File: src/rtl/fetcher_q.sv
// fetcher_q: instruction-fetch unit with a decoupled fetch queue.
// Holds the PC, drives icache/predictor probes, pushes fetched entries
// {inst, pc, mis_pc, pd_tk} into a FIFO and presents the head to the
// decoder over a valid/ready handshake. A JALR halts fetching until the
// ROB rolls back; a rollback flushes the whole queue.
module fetcher_q #(
  parameter int                    QUEUE_DEPTH = 4,
  parameter int                    ADDR_WIDTH  = 32,
  parameter int                    INST_WIDTH  = 32,
  parameter logic [ADDR_WIDTH-1:0] RESET_PC    = '0,
  parameter logic [ADDR_WIDTH-1:0] PC_INC      = ADDR_WIDTH'(4)
) (
  input  logic                           clk,
  input  logic                           rst,
  input  logic                           rdy,
  input  logic                           if_en,
  input  logic                           if_rb,
  input  logic [ADDR_WIDTH-1:0]          rob_rb_pc,
  output logic                           cache_rd_en,
  output logic [ADDR_WIDTH-1:0]          cache_rd_addr,
  input  logic                           cache_hit,
  input  logic [INST_WIDTH-1:0]          cache_hit_inst,
  output logic [ADDR_WIDTH-1:0]          bp_pb_pc,
  output logic [INST_WIDTH-1:0]          bp_pb_inst,
  input  logic                           bp_pd_tk,
  input  logic [ADDR_WIDTH-1:0]          bp_pd_off,
  input  logic                           id_rdy,
  output logic                           id_ena,
  output logic [INST_WIDTH-1:0]          id_inst,
  output logic [ADDR_WIDTH-1:0]          id_cur_pc,
  output logic [ADDR_WIDTH-1:0]          id_mis_pc,
  output logic                           id_pd_tk,
  output logic [$clog2(QUEUE_DEPTH):0]   fq_cnt
);

  localparam int PW = $clog2(QUEUE_DEPTH);
  localparam int CW = PW + 1;
  localparam logic [6:0] OPC_JALR = 7'b1100111;

  typedef enum logic {
    FETCH = 1'b0,
    HALT  = 1'b1
  } state_e;

  state_e                state_q, state_d;
  logic [ADDR_WIDTH-1:0] pc_q, pc_d;
  logic [PW-1:0]         head_q, head_d;
  logic [PW-1:0]         tail_q, tail_d;
  logic [CW-1:0]         cnt_q, cnt_d;

  // Queue storage, one slot per entry field.
  logic [INST_WIDTH-1:0] inst_q  [QUEUE_DEPTH];
  logic [ADDR_WIDTH-1:0] cpc_q   [QUEUE_DEPTH];
  logic [ADDR_WIDTH-1:0] mpc_q   [QUEUE_DEPTH];
  logic                  tk_q    [QUEUE_DEPTH];

  logic                  pop, push, space, is_jalr;
  logic [ADDR_WIDTH-1:0] pc_seq, pc_tgt;
  logic [ADDR_WIDTH-1:0] ent_mis;
  logic                  ent_tk;

  assign pc_seq  = pc_q + PC_INC;
  assign pc_tgt  = pc_q + bp_pd_off;
  assign is_jalr = (cache_hit_inst[6:0] == OPC_JALR);

  // Handshakes: a rollback cycle neither pops nor pushes, and a full queue
  // still accepts a push when the head leaves in the same cycle.
  assign id_ena      = (cnt_q != '0);
  assign pop         = rdy & id_ena & id_rdy & ~if_rb;
  assign space       = (cnt_q < CW'(QUEUE_DEPTH)) | pop;
  assign cache_rd_en = if_en & rdy & (state_q == FETCH) & space & ~if_rb;
  assign push        = cache_rd_en & cache_hit;

  // A JALR target is unknown here, so it is recorded as not-taken with the
  // fall-through as recovery PC; the ROB redirect supplies the real target.
  assign ent_tk  = bp_pd_tk & ~is_jalr;
  assign ent_mis = (bp_pd_tk | is_jalr) ? pc_seq : pc_tgt;

  assign cache_rd_addr = pc_q;
  assign bp_pb_pc      = pc_q;
  assign bp_pb_inst    = cache_hit_inst;

  assign id_inst   = inst_q[head_q];
  assign id_cur_pc = cpc_q[head_q];
  assign id_mis_pc = mpc_q[head_q];
  assign id_pd_tk  = tk_q[head_q];
  assign fq_cnt    = cnt_q;

  // Next-state: rdy gates everything, rollback overrides push/pop.
  always_comb begin
    state_d = state_q;
    pc_d    = pc_q;
    head_d  = head_q;
    tail_d  = tail_q;
    cnt_d   = cnt_q;
    if (rdy) begin
      if (if_rb) begin
        state_d = FETCH;
        pc_d    = rob_rb_pc;
        head_d  = '0;
        tail_d  = '0;
        cnt_d   = '0;
      end else begin
        if (push) begin
          tail_d = tail_q + PW'(1);
          if (is_jalr) state_d = HALT;
          else         pc_d    = bp_pd_tk ? pc_tgt : pc_seq;
        end
        if (pop) head_d = head_q + PW'(1);
        case ({push, pop})
          2'b10:   cnt_d = cnt_q + CW'(1);
          2'b01:   cnt_d = cnt_q - CW'(1);
          default: cnt_d = cnt_q;
        endcase
      end
    end
  end

  // Control registers: state, PC, pointers and occupancy.
  always_ff @(posedge clk or posedge rst) begin
    if (rst) begin
      state_q <= FETCH;
      pc_q    <= RESET_PC;
      head_q  <= '0;
      tail_q  <= '0;
      cnt_q   <= '0;
    end else begin
      state_q <= state_d;
      pc_q    <= pc_d;
      head_q  <= head_d;
      tail_q  <= tail_d;
      cnt_q   <= cnt_d;
    end
  end

  // Queue storage: cleared on reset, written at the tail on push.
  always_ff @(posedge clk or posedge rst) begin
    if (rst) begin
      for (int i = 0; i < QUEUE_DEPTH; i++) begin
        inst_q[i] <= '0;
        cpc_q[i]  <= '0;
        mpc_q[i]  <= '0;
        tk_q[i]   <= 1'b0;
      end
    end else if (push) begin
      inst_q[tail_q] <= cache_hit_inst;
      cpc_q[tail_q]  <= pc_q;
      mpc_q[tail_q]  <= ent_mis;
      tk_q[tail_q]   <= ent_tk;
    end
  end

endmodule

File: config.mk
export PLATFORM = sky130hd
export DESIGN_NAME = fetcher_q
export DESIGN_NICKNAME = d
export VERILOG_FILES = /design/src/rtl/fetcher_q.sv
export SDC_FILE = /design/constraint.sdc
export NUM_CORES = 1
export LEC_CHECK = 0
export ABC_AREA = 1
export BUFFER_PORTS_ARGS = -buffer_cell sky130_fd_sc_hd__buf_4
export CAP_MARGIN = 20
export CORE_ASPECT_RATIO = 1.5
export CORE_UTILIZATION = 40
export DETAILED_ROUTE_END_ITERATION = 12
export PLACE_DENSITY_LB_ADDON = 0.12
export REMOVE_ABC_BUFFERS = 1
export SLEW_MARGIN = 25
export SYNTH_ARGS = -nofsm -noshare
export SYNTH_HDL_FRONTEND = slang
export SYNTH_SLANG_ARGS = --single-unit
File: constraint.sdc
create_clock -name clk -period 27.3 [get_ports clk]
set_input_delay 1.365 -clock clk [delete_from_list [all_inputs] [get_ports clk]]
set_output_delay 1.365 -clock clk [all_outputs]
set_load 0.02 [all_outputs]
==> flow_summary.toml <==
[logic_synthesis]
synth_area_leaders = "dfrtp_1 (47%), nand2_1 (17%), o21ai_0 (9.6%), nor2_1 (4.2%), nand3_1 (3.9%)"
yosys_top_cell_area_share_pct = 46.6
synth.cell_area_um2 = 23000
distinct_cell_type_count_after_synthesis = 46
synth_async_sr_flop_share_pct = 100
yosys_register_bits = 428
synth-edff-count = 0
netlist_instances = 3090
post_synth_top_area_cell = "dfrtp_1"
share_of_the_yosys_chip_area_belonging_to_registers_pct = 46.6
synth.yosys.warnings = 0
syn_area_per_cell_um2 = 7.43
ys_dominant_reg_cell = "dfrtp_1"

[clock_network]
hold_buffers = 0
cts_resized = 0
clock_tree.htree_level_count = 2
cts_tree = "built"
post_cts.repair.setup_buffers = 0
path_clk_slew_ns = 0.06
worst_skew_pair.late_latency_ns = 0.59
clock-root-buffer = "clkbuf_16"
sinks_on_clock_net = 428
max-clock-path-buffers = 3
cts-buffers-inserted = 45

[routing]
route.vias.total = 21500
wire_per_inst_um = 20.1
finalWirelength_mm = 81.1
final_antenna_net_count = 0
route.detailed.drc = 0
average_via_count_per_standard_cell = 5.33
pre_antenna_drt_iters = 5
drt_iter0_markers = 1456

[worst_setup_path]
r2r_cells = 11
endpoint_kind = "output pin"
path_class = "reg -> out"
required_ns = 25.93
type_of_origin_of_the_critical_path = "flip-flop"
worstPathMaxFanout = 69
critical_path_arrival_ns = 3.45
critPathMaxStageDelay_ns = 0.78
critical_path_s_slowest_cell = "buf_4"
timing.critical_path.mode_cell = "buf_4"
worst-r2r-setup-slack_ns = 24.42
critical_path.reg2reg.endpoint = "mpc_q[74]"
cp_cell_sequence = "buf_4 > inv_4 > buf_4 > o21ai_0 > o22ai_1 > buf_4"
r2r-start = "bp_pb_pc[0]"

[sta]
final_hold_vios = 0
finalSetupTns_ns = 0
grt_setup_unrepaired = "no"
maxClockFrequency_mhz = 208
final_min_period_over_clock_period_pct = 17.6
clock_skew_ns = 0.0209
timing_worst_slew_pin_value_ns = 0.967
final-max-slew-violation-count = 0
maxSlewHeadroom_pct = 35.6
min_period_ns = 4.81
timing.final.setup_violations = 0

[status]
run_status = "finished, final reports clean"

[final_layout]
fin_util_pct = 47.3
n_fill_cell = 5770
antenna_cells = 0
final_cells = 4030
design.final.nets = 3378
flow.area_growth_from_synthesis_pct = 16.9
layout-drive-gt1-share_pct = 13.9
finish.instance_area_um2 = 26800

[worst_hold_path]
holdCritPathClass = "reg -> reg"
min_delay_path_depth = 2
hp-start = "inst_q[73]"
worst_hold_path.endpoint = "inst_q[73]"

[pwr]
powerDensity_nw_per_um2 = 100
vdd_ir_drop_max_uv = 60.5
post-layout-total-power_w = 0.00269
p_leak_nw = 13.8

[die]
floorplan.initialDensity_pct = 40.5
placement_rows = 107
dieArea_um2 = 58400
placeableCoreArea_um2 = 56800
die_height_um = 296
die_width_um = 198
ioPinCount = 302

[global_route]
grt_remaining_overflow = 0
grt_usage_pct = 27.8
grt_start_max_net_pins = 157
first_pass_grt_wire_length_mm = 124
grt_pass1_vias = 20900
grt_antenna_before_repair = 3

[place]
place.detailed.instances = 3951
place.port_buffers = 301
place.detailed.hpwl_mm = 54.1
placed_area_um2 = 25200
finalWeightedCongestion = 0.947

[flow_run]
drv_cap = 0
==> report_power, final <==
part           internal [W]  switching, W
Sequential         0.000841      0.000132
Combinational      0.000374      0.000678
Clock              0.000400      0.000264
Total               0.00162       0.00107
==> metal layers <==
metal | global-route usage [%] | vias up | routed length [um]
li1 | - | 10200 | -
met1 | 36.0 | 10400 | 34400
met2 | 48.2 | 701 | 40000
met3 | 3.10 | 138 | 4290
met4 | 9.11 | 4 | 2490
met5 | 0 | - | 26
==> placed cells by master (no fill, tap or decap), types with 3 or more instances in the layout <==
master	count
nand2_1	1036
o21ai_0	442
dfrtp_1	426
buf_4	326
nor2_1	253
nand3_1	178
inv_1	171
o22ai_1	72
a21oi_1	68
clkbuf_16	46
ha_1	36
xor2_1	25
o21ai_1	19
nor3_1	17
inv_2	16
nand4_1	11
clkbuf_8	9
clkbuf_1	9
o211ai_1	8
a22oi_1	8
bufinv_16	7
nor2_2	6
nand2_2	6
xnor2_1	6
a21boi_1	6
nand2_4	5
nor3_2	5
clkinv_2	4
inv_4	3
nand3_2	3
mux2i_1	3
nand3b_1	3
nor4_1	3
o21bai_1	3
==> how the worst max path moves through the flow <==
stage / end / startpoint / slack, ns
final: id_mis_pc[28] / head_q[1] / 22.49
after global routing: id_mis_pc[28] / head_q[1] / 22.38
after CTS: id_cur_pc[27] / head_q[0] / 22.32
after detailed placement: id_cur_pc[27] / head_q[0] / 22.96
after global placement: id_cur_pc[27] / head_q[0] / 22.99
after floorplan: bp_pb_pc[0] / rst / 14.02
==> Yosys cell counts (5+ instances only) <==
library cell / n
a21oi_1: 68
xor2_1: 25
clkbuf_1: 90
buf_2: 66
buf_4: 66
nor2_1: 254
inv_2: 16
dfrtp_1: 428
ha_1: 36
o21ai_0: 442
o211ai_1: 8
a21boi_1: 6
nand2_2: 10
inv_1: 173
nand2_1: 1036
xnor2_1: 6
o21ai_1: 19
nor3_1: 18
nand3_1: 178
a22oi_1: 8
nor2_2: 5
nand4_1: 11
o22ai_1: 72
==> area by class of cell <==
| type | instances | area (um^2) | area share [%] |
|---|---|---|---|
| Tap cell | 763 | 955 | 3.56 |
| Timing Repair Buffer | 329 | 2510 | 9.33 |
| Inverter | 193 | 754 | 2.81 |
| Clock buffer | 64 | 1310 | 4.87 |
| Multi-Input combinational cell | 2239 | 10300 | 38.5 |
| Clock inverter | 14 | 275 | 1.03 |
| Sequential cell | 428 | 10700 | 39.9 |
==> critical path: cells and delay by family, from the launching register on <==
family | cells | cell delay [ns]
flip-flops | 1 | 0.38
buffers and inverters | 4 | 1.81
AO/OA/AOI/OAI | 2 | 0.64
==> sequential cells by signal, summed over array words and instances, names as in the netlist <==
register / cells
cpc_q: 128
inst_q: 128
mpc_q: 128
bp_pb_pc: 32
tk_q: 4
fq_cnt: 3
head_q: 2
tail_q: 2
state_q: 1
==> metrics by stage <==
stage	hold slack (ns)	setup slack, ns
after global routing	0.488	22.38
after global placement	0.455	22.99
after detailed placement	0.460	22.96
final	0.471	22.49
after floorplan	0.444	14.02
after CTS	0.476	22.32
==> kinds of logic after synthesis <==
logic type	share of synthesized area, %
compound gates	14.5
xor+xnor	1.18
fa+ha+maj	2.13
buf+inv	8.52
flops	46.6
mux	0.131
simple gates	26.9
No activity file was read; power rests on OpenSTA's default activity.
